==> config.mk <==
export PLATFORM = sky130hd
export DESIGN_NAME = core_datapath
export DESIGN_NICKNAME = d
export VERILOG_FILES = /design/src/rtl/core_pkg.sv /design/src/rtl/core_alu.sv /design/src/rtl/core_datapath.sv
export SDC_FILE = /design/constraint.sdc
export NUM_CORES = 1
export LEC_CHECK = 0
export ABC_CLOCK_PERIOD_IN_PS = 6750
export CAP_MARGIN = 20
export CORE_ASPECT_RATIO = 1.2
export CORE_MARGIN = 1
export CORE_UTILIZATION = 50
export CTS_BUF_LIST = sky130_fd_sc_hd__clkbuf_2
export CTS_CLUSTER_SIZE = 20
export DETAILED_ROUTE_END_ITERATION = 16
export DONT_BUFFER_PORTS = 1
export GPL_TIMING_DRIVEN = 0
export HOLD_SLACK_MARGIN = 0.1
export MAX_ROUTING_LAYER = met4
export PLACE_DENSITY = 0.62
export SLEW_MARGIN = 20
export SYNTH_ARGS = -nofsm -noshare
export SYNTH_HDL_FRONTEND = slang
export SYNTH_SLANG_ARGS = --single-unit
==> constraint.sdc <==
create_clock -name clk -period 6.75 [get_ports clk]
set_clock_uncertainty 0.1 [all_clocks]
set_input_delay 1.35 -clock clk [delete_from_list [all_inputs] [get_ports clk]]
set_output_delay 1.35 -clock clk [all_outputs]
set_load 0.005 [all_outputs]
==> src/rtl/core_pkg.sv <==
// Shared definitions for the core controller and datapath.
// Holds the bus source codes (read_en), the strobe bit positions used in
// write_en / inc_en / clr_en, and the ALU operation codes.
package core_pkg;

    // write_en bit positions
    localparam int WE_PC  = 1;
    localparam int WE_AR  = 2;
    localparam int WE_IR  = 3;
    localparam int WE_AC  = 4;
    localparam int WE_R   = 5;
    localparam int WE_R4  = 7;
    localparam int WE_R3  = 8;
    localparam int WE_R2  = 9;
    localparam int WE_R1  = 10;
    localparam int WE_DM  = 11;
    localparam int WE_ALU = 12;

    // inc_en / clr_en bit positions
    localparam int INC_PC = 1;
    localparam int INC_AC = 4;
    localparam int CLR_PC = 1;
    localparam int CLR_AC = 4;

    // Width of the opcode field held in IR[5:0]
    localparam int OPCODE_W = 6;

    // read_en: which source drives the shared bus
    typedef enum logic [3:0] {
        SRC_NONE = 4'd0,
        SRC_PC   = 4'd1,
        SRC_AR   = 4'd2,
        SRC_IR   = 4'd4,
        SRC_AC   = 4'd5,
        SRC_R    = 4'd6,
        SRC_R1   = 4'd7,
        SRC_R2   = 4'd8,
        SRC_R3   = 4'd9,
        SRC_R4   = 4'd10,
        SRC_DM   = 4'd12,
        SRC_IM   = 4'd13
    } read_src_e;

    // alu_op codes
    typedef enum logic [2:0] {
        ALU_NONE = 3'd0,
        ALU_ADD  = 3'd1,
        ALU_SUB  = 3'd2,
        ALU_MUL  = 3'd3,
        ALU_SHL  = 3'd4
    } alu_op_e;

endpackage

==> src/rtl/core_alu.sv <==
// Combinational ALU for the core datapath.
// Ports:
//   alu_op : operation code (core_pkg::alu_op_e values)
//   a, b   : operands (AC and R in the datapath)
//   y      : result, truncated to DATA_W; 0 for none/unused codes
module core_alu
    import core_pkg::*;
#(
    parameter int DATA_W = 16
) (
    input  logic [2:0]        alu_op,
    input  logic [DATA_W-1:0] a,
    input  logic [DATA_W-1:0] b,
    output logic [DATA_W-1:0] y
);

    always_comb begin
        y = '0;
        case (alu_op)
            ALU_ADD: y = a + b;
            ALU_SUB: y = a - b;
            // Result width is DATA_W, so only the low half of the product is kept.
            ALU_MUL: y = a * b;
            ALU_SHL: y = a << b[3:0];
            default: y = '0;
        endcase
    end

endmodule

==> src/rtl/core_datapath.sv <==
// Single-bus accumulator datapath: PC, AR, IR, AC, R, R1-R4 and a
// two-cycle ALU path (cycle A latches the result in alu_q, cycle B moves
// alu_q into AC).
// Ports:
//   clk, rst            : clock, synchronous active-high reset
//   alu_op              : ALU operation for cycle A (0 selects cycle B)
//   write_en            : per-register load strobes (bus -> register)
//   inc_en, clr_en      : increment / clear strobes for PC and AC
//   read_en             : bus source select
//   z                   : AC == 0
//   instruction         : opcode IR[5:0]
//   im_addr, im_rdata   : instruction memory (address = PC, async read)
//   dm_addr, dm_wdata,
//   dm_we, dm_rdata     : data memory (address = AR, data = bus)
module core_datapath
    import core_pkg::*;
#(
    parameter int DATA_W = 16,
    parameter int ADDR_W = 10
) (
    input  logic                clk,
    input  logic                rst,
    input  logic [2:0]          alu_op,
    input  logic [15:0]         write_en,
    input  logic [15:0]         inc_en,
    input  logic [15:0]         clr_en,
    input  logic [3:0]          read_en,
    output logic                z,
    output logic [5:0]          instruction,
    output logic [ADDR_W-1:0]   im_addr,
    input  logic [DATA_W-1:0]   im_rdata,
    output logic [ADDR_W-1:0]   dm_addr,
    output logic [DATA_W-1:0]   dm_wdata,
    output logic                dm_we,
    input  logic [DATA_W-1:0]   dm_rdata
);

    logic [ADDR_W-1:0] pc;
    logic [ADDR_W-1:0] ar;
    logic [DATA_W-1:0] ir;
    logic [DATA_W-1:0] ac;
    logic [DATA_W-1:0] r;
    logic [DATA_W-1:0] r1;
    logic [DATA_W-1:0] r2;
    logic [DATA_W-1:0] r3;
    logic [DATA_W-1:0] r4;
    logic [DATA_W-1:0] alu_q;
    logic [DATA_W-1:0] alu_y;
    logic [DATA_W-1:0] bus;
    logic              alu_cycle_a;
    logic              alu_cycle_b;

    // Strobe bits with no register behind them; collected so the intent
    // of leaving them unconnected is explicit.
    logic unused_strobes;
    assign unused_strobes = ^{write_en[15:13], write_en[6], write_en[0],
                              inc_en[15:5], inc_en[3:2], inc_en[0],
                              clr_en[15:5], clr_en[3:2], clr_en[0]};

    core_alu #(.DATA_W(DATA_W)) u_alu (
        .alu_op (alu_op),
        .a      (ac),
        .b      (r),
        .y      (alu_y)
    );

    // Shared bus; unused codes read as zero.
    always_comb begin
        bus = '0;
        case (read_en)
            SRC_PC:  bus = {{(DATA_W-ADDR_W){1'b0}}, pc};
            SRC_AR:  bus = {{(DATA_W-ADDR_W){1'b0}}, ar};
            SRC_IR:  bus = {{OPCODE_W{1'b0}}, ir[DATA_W-1:OPCODE_W]};
            SRC_AC:  bus = ac;
            SRC_R:   bus = r;
            SRC_R1:  bus = r1;
            SRC_R2:  bus = r2;
            SRC_R3:  bus = r3;
            SRC_R4:  bus = r4;
            SRC_DM:  bus = dm_rdata;
            SRC_IM:  bus = im_rdata;
            default: bus = '0;
        endcase
    end

    assign alu_cycle_a = write_en[WE_ALU] &&
                         (alu_op inside {ALU_ADD, ALU_SUB, ALU_MUL, ALU_SHL});
    assign alu_cycle_b = write_en[WE_ALU] && (alu_op == ALU_NONE);

    always_ff @(posedge clk) begin
        if (rst) begin
            pc    <= '0;
            ar    <= '0;
            ir    <= '0;
            ac    <= '0;
            r     <= '0;
            r1    <= '0;
            r2    <= '0;
            r3    <= '0;
            r4    <= '0;
            alu_q <= '0;
        end else begin
            if (clr_en[CLR_PC])      pc <= '0;
            else if (inc_en[INC_PC]) pc <= pc + ADDR_W'(1);
            else if (write_en[WE_PC]) pc <= bus[ADDR_W-1:0];

            // A bus load of AC wins over the cycle-B move from alu_q.
            if (clr_en[CLR_AC])       ac <= '0;
            else if (inc_en[INC_AC])  ac <= ac + DATA_W'(1);
            else if (write_en[WE_AC]) ac <= bus;
            else if (alu_cycle_b)     ac <= alu_q;

            if (write_en[WE_AR]) ar <= bus[ADDR_W-1:0];
            if (write_en[WE_IR]) ir <= bus;
            if (write_en[WE_R])  r  <= bus;
            if (write_en[WE_R1]) r1 <= bus;
            if (write_en[WE_R2]) r2 <= bus;
            if (write_en[WE_R3]) r3 <= bus;
            if (write_en[WE_R4]) r4 <= bus;

            if (alu_cycle_a) alu_q <= alu_y;
        end
    end

    assign z           = (ac == '0);
    assign instruction = ir[5:0];
    assign im_addr     = pc;
    assign dm_addr     = ar;
    assign dm_wdata    = bus;
    assign dm_we       = write_en[WE_DM];

endmodule

==> key figures, run 1 <==
Power
  • Comb pwr share: 30.6%
  • Switching Share: 39.3%
  • Power Internal: 1.24 mW
  • Pwr dens: roughly 150 mW/mm2
  • Sw Pwr: 807 uW
  • Clock Power Share: 21.6%
  • Peak supply drop: 0.137 mV
  • Seq pwr share: 47.8%
  • P_leak: 5.58 nW

Routing
  • Final WL: 48,100 um
  • Total number of vias: roughly 12,000
  • Drt pass-1 iters: 7
  • DRT iter0 DRCs: between 1,000 and 1,500
  • DR WL/cell: 24.8 um
  • ANT nets after route: 0
  • DR vias/cell: 6.16
  • DRC errors left: 0

Die
  • Total die area: between 0.02 and 0.03 mm2
  • Row cnt: 63
  • Core footprint: ~0.025 mm2
  • Starting Density: about half
  • Die Ht: 177 um
  • Ports: between 100 and 150
  • Die W: 148 um

GRT
  • Initial antenna violation count: 1
  • GR Overflow Total: 0
  • Global Route Usage Sum: 38.6%
  • Largest net degree at the start of global routing: 20
  • First-pass GRT wire length: 72,400 um
  • Vias in the first global route: ~12,000

Logic synthesis
  • Mux cell area share after synthesis: ~1.6%
  • Seq/Total Area, Yosys: 23.2%
  • Primary FF master, synth: dfxtp_1
  • Synth warn: 0
  • Synth area leaders: dfxtp_1, fa_1, a211oi_1, ha_1, nor2_1
  • Post-synth EDFFs: 0
  • Area share of the largest cell type after synthesis: between 20 and 25%
  • Xor/xnor share of the synthesized area: under 10%
  • Main combinational cell family by area after synthesis: compound AO/OA/AOI/OAI gates
  • Simple-Gate Fraction of Synth Area: 20.2%
  • Top cell type by total area after synthesis: dfxtp_1
  • Synthesized area: 0.0128 mm2
  • Syn nets: 1,827
  • Mapped Avg Cell Area: 8.06 um2
  • Synth Area in Adders: 19.5%
  • Count of cell types in the netlist: 88
  • Async set-reset flop share out of synthesis: 0%
  • Synthesized flop and latch total: 148
  • Synth Area in Compound Gates: between 20% and 30%
  • Syn Inst Count: about 1,600

Hold path
  • Class of the worst hold path: reg -> reg

Clock tree
  • TritonCTS clock tree: built
  • Clock sink count: 148
  • TritonCTS buffer count: 17
  • Root Driver: clkbuf_2
  • Post-CTS Setup Inserts: 0
  • Worst-Skew Late Latency: 780 ps
  • H-tree depth: 4
  • Reg clk slew, reported paths: 230 ps
  • Clock Path Buffers: 2

Run status
  • Status: completed

Setup path
  • CP Cell Sequence: buf_2 > clkbuf_4 > and2_1 > fa_1 > inv_1 > fa_1 > fa_1 > fa_1 > inv_1 > fa_1 > inv_1 > fa_1 > inv_1 > ha_1 > and3_1 > a211oi_2 > a21oi_1 > xor2_1 > a221oi_2 > nor3_1
  • Critical Path RT: 7320 ps
  • CP max stage cell: dfxtp_1
  • CP bufs+invs: 6
  • Arrival time worst endpoint: 6990 ps
  • CP most frequent cell: fa_1
  • Delay of the slowest critical-path stage: 590 ps
  • WS Path Type: reg -> reg
  • CP startpoint kind: register
  • CP max FO: 10
  • Critical Path End Type: register
  • CP delay by family, top: adder cells

Placed design
  • Buffers added on ports: 0
  • Placed cells: 1,912
  • Post-detail-place hpwl: around 37,000 um
  • Final GP Congestion: 0.997
  • Pre-CTS setup slack: -470 ps

Timing
  • Slew margin rel.: 22.9%
  • Setup WS post-layout: 332 ps
  • Min Tclk post-route: between 6000 and 7000 ps
  • Worst Tran Pin Value: 1150 ps
  • Fmax: 156 MHz
  • Post-route clock period utilization: 95.1%
  • Final hold vios: 0
  • Fin Setup TNS: 0 ps
  • Hold slack: 399 ps
  • # setup viols final: 0
  • Max-slew violations: 0
  • RSZ-0062 raised after global routing: false

Finish
  • Share of cells above drive strength 1: 7.86%
  • Non-filler instance count after layout: 1,942
  • Fill cell count: 2,522
  • Area grow syn2layout: 4.81%
  • Final nets: 1,843

Run
  • Number of max-cap violations: 0
-- power by group through the flow --
stage | registers (mW) | clock network, mW | logic [mW]
after floorplan | 0.974 | 0 | 0.429
after global placement | 0.995 | 0 | 0.613
after detailed placement | 0.995 | 0 | 0.614
after CTS | 0.978 | 0.445 | 0.617
after global routing | 0.986 | 0.474 | 0.678
final | 0.981 | 0.443 | 0.628
-- kinds of logic (layout without fill, tap and decap cells) --
family          Yosys count  in the layout
simple gates            539            539
mux                      16             16
compound gates          379            379
flops                   148            148
fa+ha+maj               151            151
other cells               0              1
xor+xnor                 66             66
buf+inv                 288            317
-- final cells by class --
type	instances	area [um2]	share of cell area [%]
plain buffers	139	691	5.15
well taps	325	407	3.03
multi-input cells	1151	8610	64.2
inverters	146	548	4.09
clock buffers	19	95.1	0.709
diodes	1	2.50	0.0187
flip-flops and latches	148	2970	22.1
clock inverters	13	85.1	0.635
-- worst reg2reg max path, stage by stage (launching register included) --
cell and delay (ps):
dfxtp_1 590, buf_2 360, clkbuf_4 330, and2_1 180, fa_1 400, inv_1 80
fa_1 440, fa_1 510, fa_1 560, inv_1 50, fa_1 470, inv_1 50
fa_1 470, inv_1 50, ha_1 340, and3_1 210, a211oi_2 310, a21oi_1 130
xor2_1 210, a221oi_2 400, nor3_1 90
-- through the flow --
stage          power (mW)  cell area, um2  utilization [%]
3_5_place_dp         1.61           13200             53.0
5_1_grt              2.14           13400             53.8
4_1_cts              2.04           13400             53.7
6_report             2.05           13400             53.8
2_1_floorplan        1.40           12800                -
3_3_place_gp         1.61           13200             53.0
-- cells in the mapped netlist, types with 24 or more instances --
cell and number:
a211oi_1 127, a21oi_1 56, a221oi_1 24, a22oi_1 31, and2_1 63, buf_2 25, clkbuf_1 90, dfxtp_1 148
fa_1 81, ha_1 70, inv_1 144, nand2_1 127, nor2_1 211, nor3_1 33, o21ai_0 46, xnor2_1 48
-- metal layers --
| layer | vias to the layer above | global-route usage (%) | part of all wire, % |
|---|---|---|---|
| li1 | 5509 | - | - |
| met1 | 5726 | 45.1 | 38 |
| met2 | 596 | 64.8 | 49 |
| met3 | 140 | 6.03 | 8.2 |
| met4 | 0 | 18.3 | 5.0 |
| met5 | - | - | 0 |
-- worst paths after layout --
path	depth (start not counted)	endpoint	slack, ps	startpoint
setup reg to reg	20	alu_q[14]	330	ac[5]
hold / removal	2	r2[15]	400	r2[15]
setup / recovery	20	alu_q[14]	330	ac[5]
hold reg to reg	2	r2[15]	400	r2[15]
-- registers in the layout, indices dropped and copies added (netlist names) --
| register | count |
|---|---|
| r4 | 16 |
| r1 | 16 |
| r3 | 16 |
| ir | 16 |
| r2 | 16 |
| r | 16 |
| dm_addr | 10 |
| im_addr | 10 |
| ac | 16 |
| alu_q | 16 |
-- cell usage in the layout (no fill, tap or decap), drive strengths merged, types with 9 or more instances in the layout --
master / netlist / routed
nor3: 34 / 34
buf: 51 / 49
dfxtp: 148 / 148
nand3: 21 / 21
nand2: 127 / 127
and3: 21 / 21
mux2i: 11 / 11
and2: 63 / 63
fa: 81 / 81
ha: 70 / 70
a22o: 11 / 11
a22oi: 32 / 32
xnor2: 48 / 48
nor2b: 9 / 9
xor2: 17 / 17
o21a: 10 / 10
nor2: 214 / 214
a221oi: 24 / 24
clkbuf: 91 / 109
o21ai: 49 / 49
a21oi: 56 / 56
inv: 145 / 147
a211oi: 128 / 128
-- repair_timing --
action                                  4_1_cts  5_1_grt
resized for setup                            13       15
hold buffers                                  0        0
endpoints found under the setup margin        4        4
No activity file was read; power rests on OpenSTA's default activity.
==> run 2: changes to the inputs <==
- ABC_CLOCK_PERIOD_IN_PS: 6750 -> 7200
- CTS_CLUSTER_DIAMETER: default -> 60
- SLEW_MARGIN: 20 -> default
- clock period: 6.75 -> 7.2 ns (I/O delays scaled with it)
==> run 2 against run 1 <==
  * Hold slack improved by 0.57 ps
  * Sequential power fell by 6.3%
  * First-iteration DRC count fell by 8.7%
  * Critical path type unchanged
  * Critical path depth did not move
  * Setup slack worse by 24 ps
  * Largest cell class unchanged
  * Via count is 0.36% higher
  * Non-clock buffer count grew 1
  * Utilization decreased by 0.11 points
  * Critical endpoint unchanged
  * Cell area is 0.20% lower
  * Largest power group unchanged
==> key figures, run 2 (synthesis gave the netlist of run 1 again) <==
Setup path
  • Critical Path End Type: register
  • Critical path startpoint: ac[2]
  • Reg-to-Reg Start: ac[2]
  • WS Path Type: reg -> reg
  • Critical Path RT: 7770 ps
  • Reg-to-reg setup timing slack: just over 300 ps
  • CP startpoint kind: register
  • CP max FO: 10
  • Crit path to: alu_q[14]
  • Worst r2r path cells: 20
  • Arrival time worst endpoint: 7460 ps
  • RR Endpoint: alu_q[14]

Timing
  • Worst Tran Pin Value: around 1100 ps
  • Post-route clock period utilization: between 90% and 100%
  • # setup viols final: 0
  • Final hold vios: 0
  • Slew margin rel.: 24.4%
  • Setup WS post-layout: 308 ps
  • Min Tclk post-route: roughly 6900 ps
  • Hold slack: ~400 ps
  • Max-slew violations: 0
  • RSZ-0062 raised after global routing: false
  • Fin Setup TNS: 0 ps
  • Fmax: 145 MHz

Placed design
  • Placement Cell Area: 0.0132 mm2
  • Buffers added on ports: 0
  • Final GP Congestion: 0.997
  • Post-detail-place hpwl: 36,900 um
  • Placed cells: 1,912
  • Pre-CTS setup slack: -20.3 ps

Clock tree
  • TritonCTS clock tree: built
  • H-tree depth: 4
  • Clock sink count: about 150
  • Cts hold-fix bufs: 0
  • Root Driver: clkbuf_2
  • Worst-Skew Late Latency: 790 ps
  • TritonCTS buffer count: 17
  • Reg clk slew, reported paths: 230 ps
  • Clock Path Buffers: 2

Die
  • Core footprint: 0.0249 mm2
  • Starting Density: about 51%
  • Die W: 148 um
  • Row cnt: between 60 and 70
  • Ports: 133
  • Die Ht: 177 um
  • Total die area: between 0.02 and 0.03 mm2

Run
  • Number of max-cap violations: 0

Power
  • Peak supply drop: 0.127 mV
  • P_leak: around 5.5 nW
  • Pwr dens: 143 mW/mm2
  • Pwr Total: about 1.9 mW

Routing
  • DRC errors left: 0
  • DRT iter0 DRCs: between 1,000 and 1,500
  • ANT nets after route: 0
  • DR WL/cell: around 25 um
  • Drt pass-1 iters: 6
  • DR vias/cell: 6.18
  • Final WL: around 48,000 um
  • Total number of vias: 12,000

GRT
  • Vias in the first global route: between 10,000 and 15,000
  • Largest net degree at the start of global routing: 17
  • First-pass GRT wire length: slightly above 70,000 um
  • Global Route Usage Sum: 38.7%
  • Initial antenna violation count: 1
  • GR Overflow Total: 0

Run status
  • Status: completed

Finish
  • Non-filler instance count after layout: 1,943
  • Share of cells above drive strength 1: 7.05%
  • Commonest cells after routing, fill and taps aside: nor2_1, dfxtp_1, inv_1
  • Cell area after layout: 0.0134 mm2
  • Final core occ: a little over half
  • Fill cell count: 2,522
  • Most common cell after layout, fill and taps aside: nor2_1
  • Final nets: 1,844
  • Area grow syn2layout: 4.61%

Hold path
  • Class of the worst hold path: reg -> reg
[run 2: changes by cell type in the layout (fill, tap and decap cells not counted)]
cell | previous run | this run
clkbuf_1 | 74 | 84
dfxtp_1 | 146 | 148
clkbuf_2 | 33 | 26
a211oi_1 | 126 | 127
a221oi_2 | 1 | 0
a211oi_2 | 2 | 1
dfxtp_2 | 2 | 0
a221oi_1 | 23 | 24
clkbuf_4 | 2 | 0
[run 2: worst min path at each step]
stage / endpoint / slack [ps] / startpoint / cells past startpoint
floorplan: ir[13] / 360 / ir[13] / 2
global placement: ir[13] / 370 / ir[13] / 2
detailed placement: ir[13] / 380 / ir[13] / 2
CTS: ir[13] / 400 / ir[13] / 2
global route: r2[1] / 410 / r2[1] / 2
finish: r2[15] / 400 / r2[15] / 2
[run 2: area by class of cell]
| type | instances | area, um2 | share of cell area [%] |
|---|---|---|---|
| plain buffers | 140 | 678 | 5.07 |
| diodes | 1 | 2.50 | 0.0187 |
| well taps | 325 | 407 | 3.04 |
| flip-flops and latches | 148 | 2960 | 22.1 |
| clock inverters | 13 | 85.1 | 0.636 |
| inverters | 146 | 548 | 4.10 |
| multi-input cells | 1151 | 8600 | 64.3 |
| clock buffers | 19 | 95.1 | 0.711 |
[run 2: layer usage]
layer  global-route usage (%)  up-vias  share of wire (%)
met5                        -        -                  0
met1                     44.7     5814                 39
met4                     19.2        0                4.9
met2                     64.8      543                 49
li1                         -     5514                  -
met3                     6.47      143                7.1
[run 2: where the power goes]
part,internal (mW),switching (mW)
Clock,0.0903,0.323
Sequential,0.872,0.0475
Combinational,0.204,0.383
[run 2: critical path, stage by stage, from the launching register on]
cell and delay [ps]:
dfxtp_1 590, clkbuf_1 730, clkbuf_2 470, and2_1 210
fa_1 420, ha_1 190, inv_1 60, fa_1 430
fa_1 560, inv_1 50, fa_1 470, inv_1 50
fa_1 470, inv_1 50, ha_1 340, and3_1 190
a211oi_1 420, a21oi_1 150, xor2_1 210, a221oi_1 510
nor3_1 80
[run 2: repair_timing]
| action | 4_1_cts | 5_1_grt |
|---|---|---|
| buffers inserted | 0 | 0 |
| setup endpoints to repair | 1 | 2 |
| cloned | 0 | 0 |
| gates resized for setup | 1 | 10 |
